==> src/rtl/serial_shifter.sv <==
// Iterative logical shifter with a start/done handshake, replacing a full barrel shifter.
// Define SERIAL_SHIFTER_FAST4_EN to shift by four bits per cycle while at least four steps remain.
module serial_shifter #(
   parameter int WIDTH = 32,
   parameter int SA_W  = 5
) (
   input  logic             clk,
   input  logic             rst_n,
   input  logic             start,
   input  logic             shift_right,
   input  logic [SA_W-1:0]  sa,
   input  logic [WIDTH-1:0] din,
   output logic [WIDTH-1:0] dout,
   output logic             busy,
   output logic             done
);

   typedef enum logic [1:0] {
      IDLE,
      SHIFT,
      DONE
   } state_t;

   state_t           state;
   state_t           next_state;
   logic [WIDTH-1:0] data_q;
   logic [WIDTH-1:0] shifted;
   logic [SA_W-1:0]  cnt;
   logic [SA_W-1:0]  step;
   logic             dir_right;
   logic             load;

   always_comb begin
`ifdef SERIAL_SHIFTER_FAST4_EN
      step = (cnt >= SA_W'(4)) ? SA_W'(4) : SA_W'(1);
`else
      step = SA_W'(1);
`endif
      shifted = dir_right ? (data_q >> step) : (data_q << step);
   end

   always_comb begin
      next_state = state;
      load       = 1'b0;
      case (state)
         IDLE: begin
            if (start) begin
               load       = 1'b1;
               next_state = (sa == '0) ? DONE : SHIFT;
            end
         end
         SHIFT: begin
            if (cnt == step)
               next_state = DONE;
         end
         DONE:    next_state = IDLE;
         default: next_state = IDLE;
      endcase
   end

   // Operands are captured once at load, so later input changes cannot disturb a shift in flight.
   always_ff @(posedge clk) begin
      if (!rst_n) begin
         state     <= IDLE;
         data_q    <= '0;
         cnt       <= '0;
         dir_right <= 1'b0;
      end else begin
         state <= next_state;
         if (load) begin
            data_q    <= din;
            cnt       <= sa;
            dir_right <= shift_right;
         end else if (state == SHIFT) begin
            data_q <= shifted;
            cnt    <= cnt - step;
         end
      end
   end

   assign dout = data_q;
   assign busy = (state != IDLE);
   assign done = (state == DONE);

endmodule
==> config.mk <==
export PLATFORM = sky130hd
export DESIGN_NAME = serial_shifter
export DESIGN_NICKNAME = d
export VERILOG_FILES = /design/src/rtl/serial_shifter.sv
export SDC_FILE = /design/constraint.sdc
export NUM_CORES = 1
export LEC_CHECK = 0
export BUFFER_PORTS_ARGS = -buffer_cell sky130_fd_sc_hd__clkbuf_2
export CAP_MARGIN = 5
export CORE_ASPECT_RATIO = 1.75
export CORE_MARGIN = 1
export CORE_UTILIZATION = 50
export DETAILED_ROUTE_END_ITERATION = 12
export GPL_ROUTABILITY_DRIVEN = 0
export HOLD_SLACK_MARGIN = 0.1
export PLACE_DENSITY = 0.88
export SLEW_MARGIN = 20
export SYNTH_ARGS = -nofsm -noshare
export SYNTH_HDL_FRONTEND = slang
export SYNTH_SLANG_ARGS = --single-unit
==> constraint.sdc <==
create_clock -name clk -period 1.5 [get_ports clk]
set_input_delay 0.075 -clock clk [delete_from_list [all_inputs] [get_ports clk]]
set_output_delay 0.075 -clock clk [all_outputs]
set_load 0.01 [all_outputs]
==> results of run 1 <==
per-layer routing:
metal / vias to the layer above / share of wire [%] / track usage, % / wire, um
met1: 994 / 38 / 27.6 / 2090
met3: 13 / 4.0 / 5.05 / 221
li1: 1018 / - / - / -
met4: 0 / 2.5 / 12.8 / 136
met5: - / 0 / 0 / 0
met2: 65 / 56 / 44.4 / 3080
how the worst max path moves through the flow:
stage	to	depth (start not counted)
after floorplan	dout[30]$_SDFFE_PN0P_	5
after global placement	dout[26]$_SDFFE_PN0P_	4
after detailed placement	dout[16]$_SDFFE_PN0P_	4
after CTS	dout[16]$_SDFFE_PN0P_	4
after global routing	cnt[1]$_SDFFE_PN0P_	4
final	state[1]$_SDFFE_PN0P_	5
logic make-up (layout without fill, tap and decap cells):
family	after synthesis	count (layout)	share of synthesized area, %
AND/OR/NAND/NOR	85	85	20.3
AO/OA/AOI/OAI	51	51	20.7
flip-flops	40	40	36.5
multiplexers	30	30	13.7
buffers and inverters	26	104	7.25
adder cells (fa/ha/maj)	2	2	1.14
XOR/XNOR	1	1	0.400
worst max-delay path, stage by stage, from the launching register on:
cell and delay (ps):
dfxtp_1 320, inv_1 90, ha_1 150, inv_1 40
o41ai_1 460, o211a_1 250
cell usage after synthesis:
cell,count
dfxtp_1,40
nand2_1,36
a32o_1,31
mux2i_1,30
nand2b_1,30
buf_2,13
buf_6,6
inv_1,6
a21oi_1,5
nor2_1,5
o21ai_0,3
a2bb2oi_1,2
ha_1,2
nand3_1,2
nand3b_1,2
nor2b_1,2
nor3_1,2
a211o_1,1
a221oi_1,1
a22o_1,1
a22oi_1,1
a32oi_1,1
and2_0,1
clkbuf_1,1
nor3b_1,1
nor3b_4,1
o211a_1,1
o21bai_1,1
o221a_2,1
o22ai_1,1
o41ai_1,1
or2_2,1
or3b_1,1
or4_1,1
xnor2_1,1
what timing repair did:
item	in CTS	in global routing
endpoints found under the hold margin	5	0
gates resized for setup	0	2
endpoints found under the setup margin	0	5
hold buffers	4	0
state kept, by name, summed over array words and instances, names as in the netlist:
| register | flops |
|---|---|
| cnt | 5 |
| dir_right | 1 |
| dout | 32 |
| state | 2 |
where the power goes:
group / internal (mW) / leakage [nW] / switching, mW
Clock: 0.367 / 0.0510 / 0.378
Sequential: 1.19 / 0.330 / 0.145
Combinational: 0.408 / 0.850 / 0.416
Total: 1.96 / 1.23 / 0.939
area by class of cell:
cell class | count | area share, %
Timing Repair Buffer | 90 | 19.2
Clock buffer | 6 | 3.01
Sequential cell | 40 | 29.3
Tap cell | 49 | 2.23
Multi-Input combinational cell | 169 | 45.1
Inverter | 6 | 0.821
Clock inverter | 2 | 0.365
through the flow:
stage	power (mW)	area, um2	hold slack [ps]	utilization (%)
floorplan	1.88	2190	211	-
global placement	2.14	2610	316	62.9
detailed placement	2.17	2610	307	62.9
CTS	2.93	2740	100	66.1
global route	3.07	2740	108	66.1
finish	2.90	2740	109	66.1
==> flow_metrics.tcl, run 1 <==
set metrics [dict create \
    synth_top_area_share_pct 36.5 \
    max_slew_margin_pct 62.9 \
    cts_tree "built" \
    min-delay-start "din[1]" \
    cts_setup_buffers 0 \
    grt_max_degree 31 \
    fin_cells 362 \
    track_usage_pct 25.1 \
    critPathCaptureType "register" \
    cp_max_fo 3 \
    worstMarginPinSlew_ps 549 \
    drtAntennaViolNets 0 \
    r2r-start "cnt[1]$_SDFFE_PN0P_" \
    nNetsFinal 355 \
    leakagePower_nw 1.23 \
    ir_drop_uv 777 \
    syn_avg_cell_area_um2 9.33 \
    worstPathRequired_ps 1740 \
    hold_path.class "input port to register" \
    syn_area_um2 2190 \
    avgViaCountPerCell 5.77 \
    diodes 0 \
    placeableCoreArea_um2 4150 \
    report.final.setup_viol 0 \
    mostFrequentLayoutCells "clkbuf_2 (74), dfxtp_1 (37), nand2_1 (36)" \
    yosysSeqAreaShare_pct 36.5 \
    slew_violations 0 \
    ctsHtreeMaxLevel 2 \
    synthCells 235 \
    grt_overflow 0 \
    area_growth_pct 25.2 \
    hold_viol_final 0 \
    setup_ws_ps 124 \
    initial_core_util_pct 52.8 \
    place_ws_ps 108 \
    final_common_cell "clkbuf_2" \
    fin_worst_skew_ps 4.67 \
    grt_pass1_vias 1958 \
    grt_antenna_before_repair 0 \
    seq_area_um2 805 \
    cts_sinks 40 \
    syn_nets 278 \
    crit_arrival_ps 1610 \
    dp.final_hpwl_mm 4.07 \
    port_buffers 74 \
    netlist.top_cell.by_area "dfxtp_1" \
    worstHoldEndpoint "dout[1]$_SDFFE_PN0P_" \
    cts_max_path_buffers 2 \
    ff2ff_path_depth 5 \
    drtPass1Iterations 4 \
    maxCapViolations 0 \
    cts_inserted_buffers 5 \
    layout-drive-gt1-share_pct 32.3 \
    die_h_um 89.6 \
    wire_per_inst_um 15.3 \
    dieArea_um2 4660 \
    rows 31 \
    r2r_end "state[1]$_SDFFE_PN0P_" \
    yosys_warnings 0 \
    routed_wl_mm 5.53 \
    finalCriticalPeriod_ps 1380 \
    synth-seq-cells 40 \
    whs_path_depth 3 \
    regToRegSetupSlack_ps 120 \
    drt-initial-drc-count 54 \
    finalSetupTns_ps 0 \
    drcViolationCount 0 \
    synthTopCellsByArea "dfxtp_1 (37%), a32o_1 (14%), mux2i_1 (14%), nand2b_1 (8.6%), nand2_1 (6.2%)" \
    dieWidth_um 52.1 \
    vias 2090 \
    multiInputGateArea_um2 1240 \
    post-route-period-util_pct 91.7 \
    cp-startpoint "cnt[1]$_SDFFE_PN0P_" \
    fmax_mhz 727 \
    placed_cells 350 \
    clock_latency_ps 300 \
    rsz0062_at_grt "false" \
    fill_cells 347 \
    outcome "finished, final reports clean" \
    path_class "register to register" \
    crit_path_start_kind "register" \
    path_clk_slew_ps 80 \
    cts_root_buffer "clkbuf_8" \
    ios 75 \
    power.density_nw_per_um2 1060 \
    synth_cell_types 35 \
    grt_pass1_wl_mm 8.76 \
]
No activity file was read; power rests on OpenSTA's default activity.
==> run 2, diff against run 1 <==
--- a/config.mk
+++ b/config.mk
@@ -8,12 +8,12 @@
 export BUFFER_PORTS_ARGS = -buffer_cell sky130_fd_sc_hd__clkbuf_2
 export CAP_MARGIN = 5
 export CORE_ASPECT_RATIO = 1.75
-export CORE_MARGIN = 1
+export CORE_MARGIN = 1.5
 export CORE_UTILIZATION = 50
 export DETAILED_ROUTE_END_ITERATION = 12
-export GPL_ROUTABILITY_DRIVEN = 0
 export HOLD_SLACK_MARGIN = 0.1
 export PLACE_DENSITY = 0.88
+export REMOVE_ABC_BUFFERS = 1
 export SLEW_MARGIN = 20
 export SYNTH_ARGS = -nofsm -noshare
 export SYNTH_HDL_FRONTEND = slang
==> run 2 against run 1 <==
Wire length down 0.56%; worst setup slack worse by 26 ps; hold slack better by 10 ps; combinational power up 3.6%; largest cell class unchanged; power up 0.47%; design area up 1.7%; register-to-register slack about the same; clock-buffer cell count unchanged; maximum frequency down 1.9%; global-route usage down 0.30 points.
==> flow_metrics.tcl, run 2 (synthesis gave the netlist of run 1 again) <==
set metrics [dict create \
    outcome "finished, final reports clean" \
    dieArea_um2 4810 \
    mostFrequentLayoutCells "clkbuf_2 (74), dfxtp_1 (38), nand2_1 (36)" \
    area_growth_pct 27.3 \
    final_area_um2 2790 \
    power.density_nw_per_um2 1050 \
    critPathCaptureType "register" \
    wire_per_inst_um 15.1 \
    diodes 0 \
    report.final.setup_viol 0 \
    path_clk_slew_ps 80 \
    multiInputGateArea_um2 1240 \
    leakagePower_nw 1.26 \
    r2r_end "dout[10]$_SDFFE_PN0P_" \
    cp-startpoint "rst_n" \
    avgViaCountPerCell 5.69 \
    worstMarginPinSlew_ps 546 \
    regToRegSetupSlack_ps 110 \
    cts_inserted_buffers 5 \
    ff2ff_path_depth 4 \
    drtPass1Iterations 4 \
    r2r-start "state[0]$_SDFFE_PN0P_" \
    grt_overflow 0 \
    fmax_mhz 713 \
    grt_max_degree 28 \
    critical-path-slowest-cell "dlygate4sd3_1" \
    placeableCoreArea_um2 4190 \
    max_slew_margin_pct 63.1 \
    initial_core_util_pct 52.3 \
    grt_pass1_wl_mm 9.09 \
    fin_worst_skew_ps 10.0 \
    cts_sinks 40 \
    drtAntennaViolNets 0 \
    cts_tree "built" \
    vias 2077 \
    grt_pass1_vias 2002 \
    hold_path.class "input port to register" \
    ir_drop_uv 958 \
    cp_max_fo 17 \
    placed_area_um2 2660 \
    dieWidth_um 53.1 \
    crit_chain "dlygate4sd3_1, clkbuf_2, inv_1, nor3_2, buf_4, a32o_1" \
    final_common_cell "clkbuf_2" \
    p_total_mw 2.92 \
    rsz0062_at_grt "false" \
    die_h_um 90.6 \
    cts_setup_buffers 0 \
    cts_root_buffer "clkbuf_8" \
    slew_violations 0 \
    routed_wl_mm 5.50 \
    slowest_delay_ps 520 \
    drcViolationCount 0 \
    grt_antenna_before_repair 0 \
    port_buffers 74 \
    track_usage_pct 24.8 \
    path_class "input port to register" \
    post-route-period-util_pct 93.5 \
    ctsHtreeMaxLevel 2 \
    nNetsFinal 358 \
    place_congestion 0.877 \
    crit_path_start_kind "input port" \
    crit_arrival_ps 1640 \
    endpoint "dout[18]$_SDFFE_PN0P_" \
    layout-drive-gt1-share_pct 33.2 \
    dp.final_hpwl_mm 3.98 \
    worstPathRequired_ps 1740 \
    maxCapViolations 0 \
    drt-initial-drc-count 56 \
    cts_max_path_buffers 2 \
    hold_viol_final 0 \
    rows 31 \
    largest_register_ffs 32 \
    fill_cells 356 \
    ios 75 \
    clock_latency_ps 290 \
    seq_area_um2 803 \
    finalCriticalPeriod_ps 1400 \
]
==> run 2: changes by cell type in the layout (fill, tap and decap cells not counted) <==
cell,before,now
nor2b_2,0,1
nor2b_1,2,1
dfxtp_2,3,2
dlygate4sd3_1,4,3
buf_4,10,12
buf_12,2,4
dfxtp_1,37,38
==> run 2: layout make-up <==
| cell class | instances | area share [%] |
|---|---|---|
| timing repair buffer | 93 | 20.4 |
| clock inverter | 2 | 0.359 |
| sequential | 40 | 28.8 |
| clock buffer | 6 | 2.96 |
| inverter | 6 | 0.807 |
| multi-input combinational | 169 | 44.4 |
| tap | 49 | 2.20 |
==> run 2: worst max-delay path, delay by kind of cell <==
kind / cells / cell delay (ps)
AND/OR/NAND/NOR: 1 / 260
AO/OA/AOI/OAI: 1 / 200
buffers and inverters: 4 / 1110
==> run 2: metrics by stage <==
step | instances | hold WS (ps) | setup TNS, ps | worst slack [ps] | util [%]
floorplan | 215 | 211 | -34450 | -1080 | -
global placement | 354 | 300 | 0 | 146 | 63.6
detailed placement | 354 | 319 | 0 | 93.4 | 63.6
CTS | 365 | 117 | 0 | 76.4 | 66.5
global route | 365 | 112 | 0 | 3.06 | 66.6
finish | 365 | 119 | 0 | 98.1 | 66.6
==> run 2: layer usage <==
| layer | part of all wire [%] | vias to the layer above | routed length [um] | global-route usage, % |
|---|---|---|---|---|
| met5 | 0 | - | 0 | 0 |
| met4 | 1.9 | 0 | 107 | 9.62 |
| met1 | 39 | 978 | 2140 | 27.2 |
| li1 | - | 1020 | - | - |
| met2 | 55 | 68 | 3010 | 44.7 |
| met3 | 4.5 | 11 | 247 | 4.30 |
==> run 2: how the worst min path moves through the flow <==
stage	from	end	slack, ps	cells after the start
after detailed placement	shift_right	dir_right$_SDFFE_PN0P_	320	3
after CTS	din[25]	dout[25]$_SDFFE_PN0P_	120	3
final	din[21]	dout[21]$_SDFFE_PN0P_	120	3
after global routing	din[15]	dout[15]$_SDFFE_PN0P_	110	3
after floorplan	shift_right	dir_right$_SDFFE_PN0P_	210	2
after global placement	shift_right	dir_right$_SDFFE_PN0P_	300	3
==> run 2: where the power goes <==
part / switching, mW / internal (mW)
combinational: 0.424 / 0.430
clock: 0.366 / 0.367
sequential: 0.141 / 1.19
==> run 2: timing repair <==
action | 4_1_cts | 5_1_grt
gates resized for setup | 0 | 2
setup endpoints to repair | 0 | 17
endpoints found under the hold margin | 4 | 0
hold buffers | 3 | 0
